$ cat config.mk
export PLATFORM = sky130hd
export DESIGN_NAME = pipelined_control_unit
export DESIGN_NICKNAME = d
export VERILOG_FILES = /design/src/rtl/pipelined_control_unit.sv
export SDC_FILE = /design/constraint.sdc
export NUM_CORES = 1
export LEC_CHECK = 0
export ABC_AREA = 1
export ABC_CLOCK_PERIOD_IN_PS = 3100
export BUFFER_PORTS_ARGS = -buffer_cell sky130_fd_sc_hd__buf_2
export CAP_MARGIN = 20
export CORE_MARGIN = 2
export CORE_UTILIZATION = 39
export CTS_CLUSTER_SIZE = 24
export DETAILED_ROUTE_END_ITERATION = 16
export SLEW_MARGIN = 20
export SYNTH_ARGS = -nofsm -noshare
export SYNTH_HDL_FRONTEND = slang
export SYNTH_SLANG_ARGS = --single-unit
$ cat constraint.sdc
create_clock -name clk -period 3.1 [get_ports clk]
set_input_delay 0.155 -clock clk [delete_from_list [all_inputs] [get_ports clk]]
set_output_delay 0.155 -clock clk [all_outputs]
set_load 0.01 [all_outputs]
$ cat src/rtl/pipelined_control_unit.sv
// Decode and control pipeline (ID/EX/MEM/WB) with load-use stall and EX jump redirect/flush.
// Define CU_PERF_CNT_EN to add saturating stall_cnt/flush_cnt cycle counters.
`default_nettype none

module pipelined_control_unit #(
    parameter int OPCODE_W   = 6,
    parameter int ALU_CTRL_W = 5,
    parameter int REG_W      = 4,
    parameter int CNT_W      = 16
) (
    input  logic                  clk,
    input  logic                  rst,
    input  logic                  id_valid,
    input  logic [OPCODE_W-1:0]   id_opcode,
    input  logic [REG_W-1:0]      id_rs1,
    input  logic [REG_W-1:0]      id_rs2,
    input  logic [REG_W-1:0]      id_rd,
    input  logic                  ex_zero,
    input  logic                  ex_neg,
    output logic [1:0]            id_imm_src,
    output logic [ALU_CTRL_W-1:0] ex_alu_control,
    output logic                  ex_alu_src,
    output logic [REG_W-1:0]      ex_rd,
    output logic                  mem_mem_write,
    output logic                  wb_reg_write,
    output logic [1:0]            wb_mem_to_reg,
    output logic [REG_W-1:0]      wb_rd,
    output logic                  pc_src,
    output logic                  stall,
    output logic                  flush,
`ifdef CU_PERF_CNT_EN
    output logic [CNT_W-1:0]      stall_cnt,
    output logic [CNT_W-1:0]      flush_cnt,
`endif
    output logic                  illegal
);

    logic [5:0] op_lo;
    logic       op_hi_zero;

    logic       d_legal;
    logic [1:0] d_imm;
    logic [4:0] d_alu;
    logic [1:0] d_m2r;
    logic       d_mw;
    logic       d_rw;
    logic       d_asrc;
    logic       d_jump;
    logic       d_load;
    logic       d_use1;
    logic       d_use2;

    logic [4:0]       ex_alu_q;
    logic             ex_asrc_q;
    logic [REG_W-1:0] ex_rd_q;
    logic             ex_mw_q;
    logic             ex_rw_q;
    logic [1:0]       ex_m2r_q;
    logic             ex_jump_q;
    logic             ex_load_q;

    logic             mem_mw_q;
    logic             mem_rw_q;
    logic [1:0]       mem_m2r_q;
    logic [REG_W-1:0] mem_rd_q;

    logic             wb_rw_q;
    logic [1:0]       wb_m2r_q;
    logic [REG_W-1:0] wb_rd_q;

    logic jump_cond;
    logic taken;
    logic load_use;
    logic issue;

    assign op_lo      = id_opcode[5:0];
    assign op_hi_zero = ((id_opcode >> 6) == '0);

    always_comb begin
        d_legal = 1'b1;
        d_imm   = 2'b00;
        d_alu   = 5'b00000;
        d_m2r   = 2'b00;
        d_mw    = 1'b0;
        d_rw    = 1'b0;
        d_asrc  = 1'b0;
        d_jump  = 1'b0;
        d_load  = 1'b0;
        d_use1  = 1'b0;
        d_use2  = 1'b0;
        if (op_hi_zero) begin
            case (op_lo)
                6'h01, 6'h02, 6'h03: begin
                    d_alu = {3'b000, op_lo[1:0]};
                    d_rw = 1'b1; d_use1 = 1'b1; d_use2 = 1'b1;
                end
                6'h09, 6'h0A, 6'h0B: begin
                    d_alu = {3'b000, op_lo[1:0]};
                    d_rw = 1'b1; d_asrc = 1'b1; d_use1 = 1'b1;
                end
                6'h04: begin
                    d_alu = 5'b00100; d_m2r = 2'b10;
                    d_rw = 1'b1; d_use1 = 1'b1;
                end
                6'h0C: begin
                    d_alu = 5'b00100; d_m2r = 2'b10;
                    d_rw = 1'b1; d_asrc = 1'b1;
                end
                6'h11, 6'h12, 6'h13: begin
                    d_alu = {2'b01, op_lo[2:0]};
                    d_rw = 1'b1; d_use1 = 1'b1; d_use2 = 1'b1;
                end
                6'h14: begin
                    d_alu = 5'b01100;
                    d_rw = 1'b1; d_use1 = 1'b1;
                end
                6'h19, 6'h1A: begin
                    d_imm = 2'b01; d_alu = {2'b01, op_lo[2:0]};
                    d_rw = 1'b1; d_asrc = 1'b1; d_use1 = 1'b1;
                end
                6'h29: begin
                    d_imm = 2'b10; d_alu = 5'b10001; d_m2r = 2'b01;
                    d_rw = 1'b1; d_asrc = 1'b1; d_use1 = 1'b1; d_load = 1'b1;
                end
                6'h2A: begin
                    d_imm = 2'b10; d_alu = 5'b10010;
                    d_rw = 1'b1; d_asrc = 1'b1; d_use1 = 1'b1;
                end
                6'h2B: begin
                    d_imm = 2'b10; d_alu = 5'b10011;
                    d_mw = 1'b1; d_asrc = 1'b1; d_use1 = 1'b1; d_use2 = 1'b1;
                end
                6'h38, 6'h39, 6'h3A, 6'h3B, 6'h3C, 6'h3D, 6'h3E: begin
                    d_imm = 2'b11; d_alu = {2'b11, op_lo[2:0]};
                    d_asrc = 1'b1; d_jump = 1'b1;
                end
                default: d_legal = 1'b0;
            endcase
        end else begin
            d_legal = 1'b0;
        end
    end

    // Jump flavour is the low three bits of the jump ALU code (JMP=0 .. JLE=6).
    always_comb begin
        jump_cond = 1'b0;
        case (ex_alu_q[2:0])
            3'd0:    jump_cond = 1'b1;
            3'd1:    jump_cond = ex_zero;
            3'd2:    jump_cond = ~ex_zero;
            3'd3:    jump_cond = ~ex_zero & ~ex_neg;
            3'd4:    jump_cond = ~ex_neg;
            3'd5:    jump_cond = ex_neg;
            3'd6:    jump_cond = ex_neg | ex_zero;
            default: jump_cond = 1'b0;
        endcase
    end

    assign taken    = ex_jump_q & jump_cond;
    assign load_use = ex_load_q & id_valid &
                      ((d_use1 & (id_rs1 == ex_rd_q)) | (d_use2 & (id_rs2 == ex_rd_q)));
    assign issue    = id_valid & d_legal & ~stall & ~taken;

    assign pc_src     = taken;
    assign flush      = taken;
    assign stall      = load_use & ~taken;
    assign illegal    = id_valid & ~d_legal;
    assign id_imm_src = d_imm;

    always_ff @(posedge clk or negedge rst) begin
        if (!rst) begin
            ex_alu_q  <= '0;
            ex_asrc_q <= 1'b0;
            ex_rd_q   <= '0;
            ex_mw_q   <= 1'b0;
            ex_rw_q   <= 1'b0;
            ex_m2r_q  <= '0;
            ex_jump_q <= 1'b0;
            ex_load_q <= 1'b0;
        end else if (issue) begin
            ex_alu_q  <= d_alu;
            ex_asrc_q <= d_asrc;
            ex_rd_q   <= id_rd;
            ex_mw_q   <= d_mw;
            ex_rw_q   <= d_rw;
            ex_m2r_q  <= d_m2r;
            ex_jump_q <= d_jump;
            ex_load_q <= d_load;
        end else begin
            ex_alu_q  <= '0;
            ex_asrc_q <= 1'b0;
            ex_rd_q   <= '0;
            ex_mw_q   <= 1'b0;
            ex_rw_q   <= 1'b0;
            ex_m2r_q  <= '0;
            ex_jump_q <= 1'b0;
            ex_load_q <= 1'b0;
        end
    end

    always_ff @(posedge clk or negedge rst) begin
        if (!rst) begin
            mem_mw_q  <= 1'b0;
            mem_rw_q  <= 1'b0;
            mem_m2r_q <= '0;
            mem_rd_q  <= '0;
            wb_rw_q   <= 1'b0;
            wb_m2r_q  <= '0;
            wb_rd_q   <= '0;
        end else begin
            mem_mw_q  <= ex_mw_q;
            mem_rw_q  <= ex_rw_q;
            mem_m2r_q <= ex_m2r_q;
            mem_rd_q  <= ex_rd_q;
            wb_rw_q   <= mem_rw_q;
            wb_m2r_q  <= mem_m2r_q;
            wb_rd_q   <= mem_rd_q;
        end
    end

    assign ex_alu_control = ALU_CTRL_W'(ex_alu_q);
    assign ex_alu_src     = ex_asrc_q;
    assign ex_rd          = ex_rd_q;
    assign mem_mem_write  = mem_mw_q;
    assign wb_reg_write   = wb_rw_q;
    assign wb_mem_to_reg  = wb_m2r_q;
    assign wb_rd          = wb_rd_q;

`ifdef CU_PERF_CNT_EN
    always_ff @(posedge clk or negedge rst) begin
        if (!rst) begin
            stall_cnt <= '0;
            flush_cnt <= '0;
        end else begin
            if (stall && (stall_cnt != '1)) stall_cnt <= stall_cnt + CNT_W'(1);
            if (flush && (flush_cnt != '1)) flush_cnt <= flush_cnt + CNT_W'(1);
        end
    end
`endif

endmodule

`default_nettype wire
**Word-level counts from Yosys, hierarchy flattened**

Index checks and enable logic that the tools add are counted.

- Bitwise logic cells: 18
- Eq/ne operators: 32
- Reduce and logical (&&, ||, !) cells: 12
- Mux-type cells: 20

Operators by type and width:

| kind | count |
|---|---|
| $eq 6x6->1 const B | 10 |
| $reduce_or 16->1 | 3 |
| $pmux 5 s8 | 1 |
| $eq 6x5->1 const B | 6 |
| $eq 6x4->1 const B | 4 |
| $reduce_or 24->1 | 1 |
| $reduce_or 7->1 | 2 |
| $mux 1 | 13 |
| $eq 6x2->1 const B | 2 |
| $and 1x1->1 | 11 |
| $eq 3x3->1 const B | 3 |
| $eq 4x4->1 | 2 |
| $pmux 1 s7 | 1 |
| $eq 3x2->1 const B | 2 |
| $eq 6x1->1 const B | 1 |
| $eq 6x3->1 const B | 1 |
| $pmux 2 s3 | 1 |
| $reduce_or 6->1 | 1 |
| $mux 5 | 1 |
| $not 1->1 | 5 |
| $reduce_or 5->1 | 1 |
| $mux 4 | 1 |
| $pmux 2 s2 | 1 |
| $reduce_or 2->1 | 2 |
| other kinds (5) | 6 |

- Register bits: 31
- Logic and storage cells: 97
- Output and inout bits: 24
- Input port bits: 23

**Longest topological paths before layout**

Gate-level depths: netlist of run 1.

- Depth in word-level cells: 11
- Mapped depth: 13
- Mapped depth without buffers: 12

**Worst setup path after synthesis of run 1**

Ideal clock, no wire load.

- Kind: reg2reg
- Start: reg ex_alu_q[1], in the netlist ex_alu_control[1]
- End: reg ex_alu_q[0], in the netlist ex_alu_control[0]
- Path slack: 1.650 ns
- Data arrival time: 1.328 ns
- Buffers on the path: 1
- Clock period less this slack: 1.450 ns
- Setup time: 0.122 ns
- Stages on the path, launching flop included: 12
- Required time: 2.978 ns
- Path through: dfrtp_1 > inv_1 > nand2_1 > o21ai_0 > nand2_1 > nand2_1 > nand2_1 > nor2_1 > nand2_2 > nand2_4 > buf_6 > nor2_2

- Word-level cells in the longest chain between the ends: 9
- Elaborated cells on any way between the ends: 15
- Those cells by class: eq/ne (6); mux (2); bitwise (6); reduce/logical (1)

RTL lines:

| item | RTL line | source |
|---|---|---|
| start: declaration | 53 | `logic [4:0] ex_alu_q;` |
| start signal: assignment | 181 | `ex_alu_q <= d_alu;` |
| $eq 3x3->1, or another cell as far along | 147 | `case (ex_alu_q[2:0])` |
| $pmux 1 s7 (*) | 147 |  |
| $and 1x1->1 (*) | 159 | `assign taken = ex_jump_q & jump_cond;` |
| $not 1->1 (*) | 162, 166 |  |
| $and 1x1->1 | 166 | `assign stall = load_use & ~taken;` |
| $not 1->1 | 162 | `assign issue = id_valid & d_legal & ~stall & ~taken;` |
| $and 1x1->1 | 162 |  |
| $and 1x1->1 (*) | 162 |  |
| $mux 5 (*) | 180 | `end else if (issue) begin` |

Mark *: on every way between the ends. The rest lies on a longest branch, timed or not.

**Worst setup path in the final report of run 1**

- Start: reg ex_alu_q[1], in the netlist ex_alu_control[1]
- End: out stall

- Word-level cells in the longest chain between the ends: 5
- Elaborated cells on any way between the ends: 11
- Those cells by class: eq/ne (6); mux (1); bitwise (3); reduce/logical (1)

RTL lines:

| item | RTL line | source |
|---|---|---|
| $eq 3x3->1, or another cell as far along | 147 |  |
| $pmux 1 s7 (*) | 147 |  |
| $and 1x1->1 (*) | 159 |  |
| $not 1->1 (*) | 166 |  |
| $and 1x1->1 (*) | 166 |  |
| end: declaration | 29 | `output logic stall,` |

Marks and branches as above.

==> impl_metrics.yaml, run 1 <==
drt:
  drt_iter0_drc: 39
  ant_nets: 0
  wl_um: 2870
  drt_first_pass_iters: 4
  vias: 1228
  vias_per_cell: 4.80
  wl_per_cell_um: 11.2
  drc: 0
logic_synthesis:
  async_reset_ff_share_pct: 100
  synth-edff-count: 0
  synth-seq-cells: 31
  synthFlopType: "dfrtp_1"
  yosys.area.top_type: "dfrtp_1"
  syn-cell-area_um2: 1410
  synth_area_per_cell_um2: 9.00
  yosys-top-cells-area: "dfrtp_1, nor2_1, nor2_2, nand2_1, inv_1"
  ys_warn_count: 0
  synth_cells: 157
  ys_types: 23
  synth_top_area_share_pct: 54.9
  syn-num-nets: 180
  synth_seq_area_share_pct: 54.9
power:
  p_per_area_nw_per_um2: 469
  power_frac_seq_pct: 50.6
  switchingPower_mw: 0.208
  p_comb_share_pct: 12.8
  pwr-share-clk_pct: 36.6
  swShare_pct: 25.0
  intPower_mw: 0.624
  ir_drop_uv: 163
  p_leak_nw: 1.02
setup_path:
  cp_common_cell: "nand2_1"
  crit_type: "reg2out"
  arrival_ns: 1.71
  r2r-start: "ex_alu_control[1]"
  max_stage_delay_ns: 0.41
  crit_slowest_cell: "dfrtp_1"
  required_ns: 2.94
  cp_cell_sequence: "inv_1 > nand2_1 > o21ai_0 > nand2_1 > nand2_1 > nand2_1 > nor2_1 > nand2_2 > inv_1 > buf_2"
  cp_top_family: "simple AND/OR/NAND/NOR gates"
  startpoint_type: "register"
  cp-end-kind: "output port"
  path_max_fanout: 4
  critical_path_buf_inv_count: 3
  worstSetupStartpoint: "ex_alu_control[1]"
job:
  maxCapViolCount: 0
global_route:
  grt_pass1_vias: 1239
  grt_max_degree: 32
  grt_pass1_wl_um: 5090
  grt_use_met3_pct: 4.75
  grt-ovfl-total: 0
  grt_util_all_layers_pct: 16.1
  grt_use_met1_pct: 16.6
  met2_usage_pct: 29.3
  busiest_layer: "met2"
  antenna_found_initial: 0
die:
  io_pins: 47
  die_area_um2: 4120
  dieHeight_um: 64.2
  placementRows: 21
  die_w_um: 64.2
  initial_core_util_pct: 41.4
  core_um2: 3420
cts:
  postCtsSetupBuffers: 0
  htree_num_levels: 2
  cts_sinks: 31
  clk_latency_ns: 0.33
  clock_path_buffers: 2
  clkTransAtPathRegs_ns: 0.10
  cts_root_buffer: "clkbuf_4"
  cts_buffers: 5
  cts_tree: "yes"
  post_cts_resized: 0
min_path:
  min_from: "id_rd[3]"
  holdCritPathClass: "in2reg"
sta:
  rsz0062_at_grt: "false"
  worstMarginPinSlew_ns: 0.638
  fin_crit_ns: 1.86
  skew_ns: 0.0134
  hold_violations: 0
  maxSlewViolCount: 0
  slew_headroom_pct: 57.4
  min_period_over_period_pct: 60.0
  timing.fmax_mhz: 538
  fin_tns_setup_ns: 0
  fin_hold_ws_ns: 0.0208
  setup_viol: 0
finish:
  most-common-layout-cells: "buf_2, dfrtp_1, nor2_1, nand2_1, inv_1"
  drive_above_1_share_pct: 36.7
  final_common_cell: "buf_2"
  fin_nets: 232
  diodes: 0
  syn_to_final_growth_pct: 25.5
  design_area_um2: 1770
  largest_reg_flops: 5
run_status:
  outcome: "finished, final reports clean"
place:
  io_buffers: 46
  hpwl_um: 2350
  dpl_cell_area_um2: 1680
  routabilityCongestion: 0.935
-- worst register-to-register path: cells and delay by family (launching register included) --
family                 cells  cell delay, ns
and+or+nand+nor            8            0.80
DFF                        1            0.41
AOI/OAI and AO/OA          1            0.19
buffers and inverters      1            0.09
-- power groups by stage --
stage,sequential (mW),combinational [mW],clock (mW)
after CTS,0.421,0.108,0.315
after detailed placement,0.429,0.106,0
after global placement,0.429,0.104,0
after global routing,0.423,0.120,0.337
after floorplan,0.432,0.0568,0
final,0.421,0.107,0.304
-- synth_stat cells, types with 3 or more instances --
| cell | n |
|---|---|
| dfrtp_1 | 31 |
| inv_1 | 20 |
| nand2_1 | 21 |
| nand2_2 | 6 |
| nand3_1 | 12 |
| nand4_1 | 3 |
| nor2_1 | 25 |
| nor2_2 | 13 |
| o211ai_1 | 3 |
| o21ai_0 | 4 |
| xnor2_1 | 4 |
| xor2_1 | 4 |
-- cell type report --
| type | count | area [µm²] |
|---|---|---|
| Clock buffer | 5 | 37.5 |
| Clock inverter | 3 | 43.8 |
| Fill cell | 335 | 1640 |
| Inverter | 22 | 83.8 |
| Multi-Input combinational cell | 102 | 534 |
| Sequential cell | 31 | 776 |
| Tap cell | 46 | 57.6 |
| Timing Repair Buffer | 47 | 240 |
-- cell families (layout without fill, tap and decap cells) --
logic type | after synthesis | count (layout) | synth area share (%)
buf+inv | 24 | 77 | 7.26
compound gates | 9 | 9 | 3.99
simple gates | 85 | 85 | 28.9
flops | 31 | 31 | 54.9
xor+xnor | 8 | 8 | 4.96
-- routing by layer --
| metal | wire length (µm) | part of all wire [%] |
|---|---|---|
| met4 | 70 | 2.4 |
| met3 | 163 | 5.7 |
| met5 | 0 | 0 |
| met1 | 1090 | 38 |
| met2 | 1550 | 54 |
-- path summary, 6_finish.rpt --
| path | endpoint | cells after the start | slack, ns |
|---|---|---|---|
| max in group asynchronous | ex_alu_control[3] | 2 | 2.30 |
| hold / removal | ex_rd[3] | 3 | 0.02 |
| min in group asynchronous | ex_mw_q | 2 | 0.37 |
| setup reg to reg | ex_mw_q | 10 | 1.52 |
| hold reg to reg | wb_rd[3] | 0 | 0.36 |
| setup / recovery | stall | 10 | 1.24 |
-- timing repair --
item	CTS	global route
hold buffers	1	0
endpoints found under the hold margin	31	0
setup endpoints to repair	0	0
-- through the flow --
stage / util [%] / power, mW / worst slack (ns) / cells
after global placement: 49.2 / 0.533 / 1.58 / 247
after floorplan: - / 0.489 / 1.65 / 157
after detailed placement: 49.2 / 0.536 / 1.53 / 247
final: 51.9 / 0.832 / 1.24 / 256
after global routing: 51.9 / 0.880 / 1.09 / 256
after CTS: 51.9 / 0.844 / 1.25 / 256
No activity file was read; power rests on OpenSTA's default activity.
==> run 2, diff against run 1 <==
--- a/config.mk
+++ b/config.mk
@@ -6,7 +6,7 @@
 export NUM_CORES = 1
 export LEC_CHECK = 0
 export ABC_AREA = 1
-export ABC_CLOCK_PERIOD_IN_PS = 3100
+export ABC_CLOCK_PERIOD_IN_PS = 1900
 export BUFFER_PORTS_ARGS = -buffer_cell sky130_fd_sc_hd__buf_2
 export CAP_MARGIN = 20
 export CORE_MARGIN = 2
==> constraint.sdc (replaced) <==
create_clock -name clk -period 1.9 [get_ports clk]
set_input_delay 0.095 -clock clk [delete_from_list [all_inputs] [get_ports clk]]
set_output_delay 0.095 -clock clk [all_outputs]
set_load 0.01 [all_outputs]
==> impl_metrics.yaml, run 2 (synthesized netlist as in run 1, its figures left out) <==
power:
  ir_drop_uv: 200
  p_leak_nw: 1.03
  p_per_area_nw_per_um2: 677
cts:
  cts_buffers: 5
  clock_path_buffers: 2
  cts_root_buffer: "clkbuf_4"
  post_cts_resized: 0
  clkTransAtPathRegs_ns: 0.09
  cts_sinks: 31
  clk_latency_ns: 0.32
  htree_num_levels: 2
  cts_tree: "yes"
setup_path:
  reg2reg_slack_ns: 0.36
  cp_cell_sequence: "inv_1 > nand2_1 > o21ai_0 > nand2_1 > nand2_1 > nand2_1 > nor2_1 > nand2_2 > inv_1 > buf_2"
  cp-end-kind: "output port"
  cp_top_family: "simple AND/OR/NAND/NOR gates"
  arrival_ns: 1.65
  reg2reg_to: "ex_mw_q"
  reg2regPathDepth: 10
  path_max_fanout: 3
  crit_type: "reg2out"
  r2r-start: "ex_alu_control[1]"
  crit_slowest_cell: "dfrtp_1"
  max_stage_delay_ns: 0.40
  required_ns: 1.80
  cp_common_cell: "nand2_1"
  critical_path_buf_inv_count: 3
  worstSetupStartpoint: "ex_alu_control[1]"
  startpoint_type: "register"
drt:
  vias: 1214
  vias_per_cell: 4.65
  wl_um: 2890
  drc: 0
  wl_per_cell_um: 11.1
  ant_nets: 0
  drt_first_pass_iters: 4
  drt_iter0_drc: 60
min_path:
  min_from: "id_opcode[1]"
  holdPathStages: 3
  whs_endpoint: "ex_alu_control[1]"
  holdCritPathClass: "in2reg"
run_status:
  outcome: "finished, final reports clean"
sta:
  fin_tns_setup_ns: 0
  slew_headroom_pct: 57.6
  min_period_over_period_pct: 91.8
  maxSlewViolCount: 0
  hold_violations: 0
  timing.fmax_mhz: 573
  worstMarginPinSlew_ns: 0.636
  fin_crit_ns: 1.74
  setup_viol: 0
  rsz0062_at_grt: "false"
  skew_ns: 0.00642
global_route:
  grt_pass1_wl_um: 4950
  grt_util_all_layers_pct: 15.8
  antenna_found_initial: 0
  grt_pass1_vias: 1202
  grt-ovfl-total: 0
  grt_max_degree: 32
place:
  dp.cells: 247
  io_buffers: 46
  routabilityCongestion: 0.950
  dpl_cell_area_um2: 1680
  hpwl_um: 2300
finish:
  diodes: 0
  final_common_cell: "buf_2"
  drive_above_1_share_pct: 36.3
  syn_to_final_growth_pct: 26.8
  most-common-layout-cells: "buf_2, dfrtp_1, nor2_1, nand2_1, inv_1"
  design_area_um2: 1790
  largest_reg_flops: 5
  stdcell_count: 261
  utilization_pct: 52.5
  fin_nets: 237
die:
  io_pins: 47
  placementRows: 21
  die_w_um: 64.2
  initial_core_util_pct: 41.4
  dieHeight_um: 64.2
  core_um2: 3420
  die_area_um2: 4120
job:
  maxCapViolCount: 0
## run 2: cell count changes in the layout (fill, tap and decap cells not counted), sizes merged
| cell | previous run | this run |
|---|---|---|
| bufinv | 1 | 0 |
| dlygate4sd3 | 1 | 5 |
| clkinv | 3 | 4 |
| buf | 46 | 47 |
## run 2: timing repair
item	CTS	global route
setup endpoints to repair	0	1
hold buffers	5	0
setup buffers	0	1
hold endpoints to repair	35	0
## run 2: worst register-to-register path: stages, from the launching register on
cell and delay, ns:
dfrtp_1 0.40, inv_1 0.08, nand2_1 0.06, o21ai_0 0.14, nand2_1 0.07, nand2_1 0.09, nand2_1 0.09, nor2_1 0.12
nand2_2 0.09, nand2_4 0.20, nor2_1 0.09
## run 2: cell type report
type                    count  area, µm²
multi-input cells         102        534
flip-flops and latches     31        776
fillers                   350       1620
repair buffers             52        288
clock buffers               5       37.5
well taps                  46       57.6
inverters                  22       83.8
clock inverters             3       15.0
## run 2: worst max path at each step
stage / to / slack [ns] / depth (start not counted)
2_1_floorplan: ex_alu_control[0] / 0.45 / 11
3_3_place_gp: ex_rw_q / 0.42 / 10
6_report: stall / 0.16 / 10
3_5_place_dp: ex_mw_q / 0.37 / 10
4_1_cts: stall / 0.12 / 10
5_1_grt: stall / 0.01 / 10
## run 2: where the power goes
part | internal [mW] | total, mW | switching [mW]
sequential | 0.677 | 0.687 | 0.00939
combinational | 0.0697 | 0.181 | 0.111
clock | 0.137 | 0.345 | 0.207
## run 2: per-stage QoR
| step | total power, mW | setup slack [ns] | hold WS, ns |
|---|---|---|---|
| floorplan | 0.798 | 0.450 | -0.201 |
| global placement | 0.869 | 0.421 | 0.145 |
| detailed placement | 0.874 | 0.367 | 0.163 |
| CTS | 1.24 | 0.123 | 0.0760 |
| global route | 1.30 | 0.00974 | 0.0713 |
| finish | 1.21 | 0.156 | 0.102 |
## run 2: layer usage
layer,GRT usage [%],share of wire (%),vias to the layer above
met4,9.57,1.2,0
met3,3.17,4.6,2
li1,-,-,600
met1,17.3,41,568
met2,28.1,53,44
met5,0,0,-
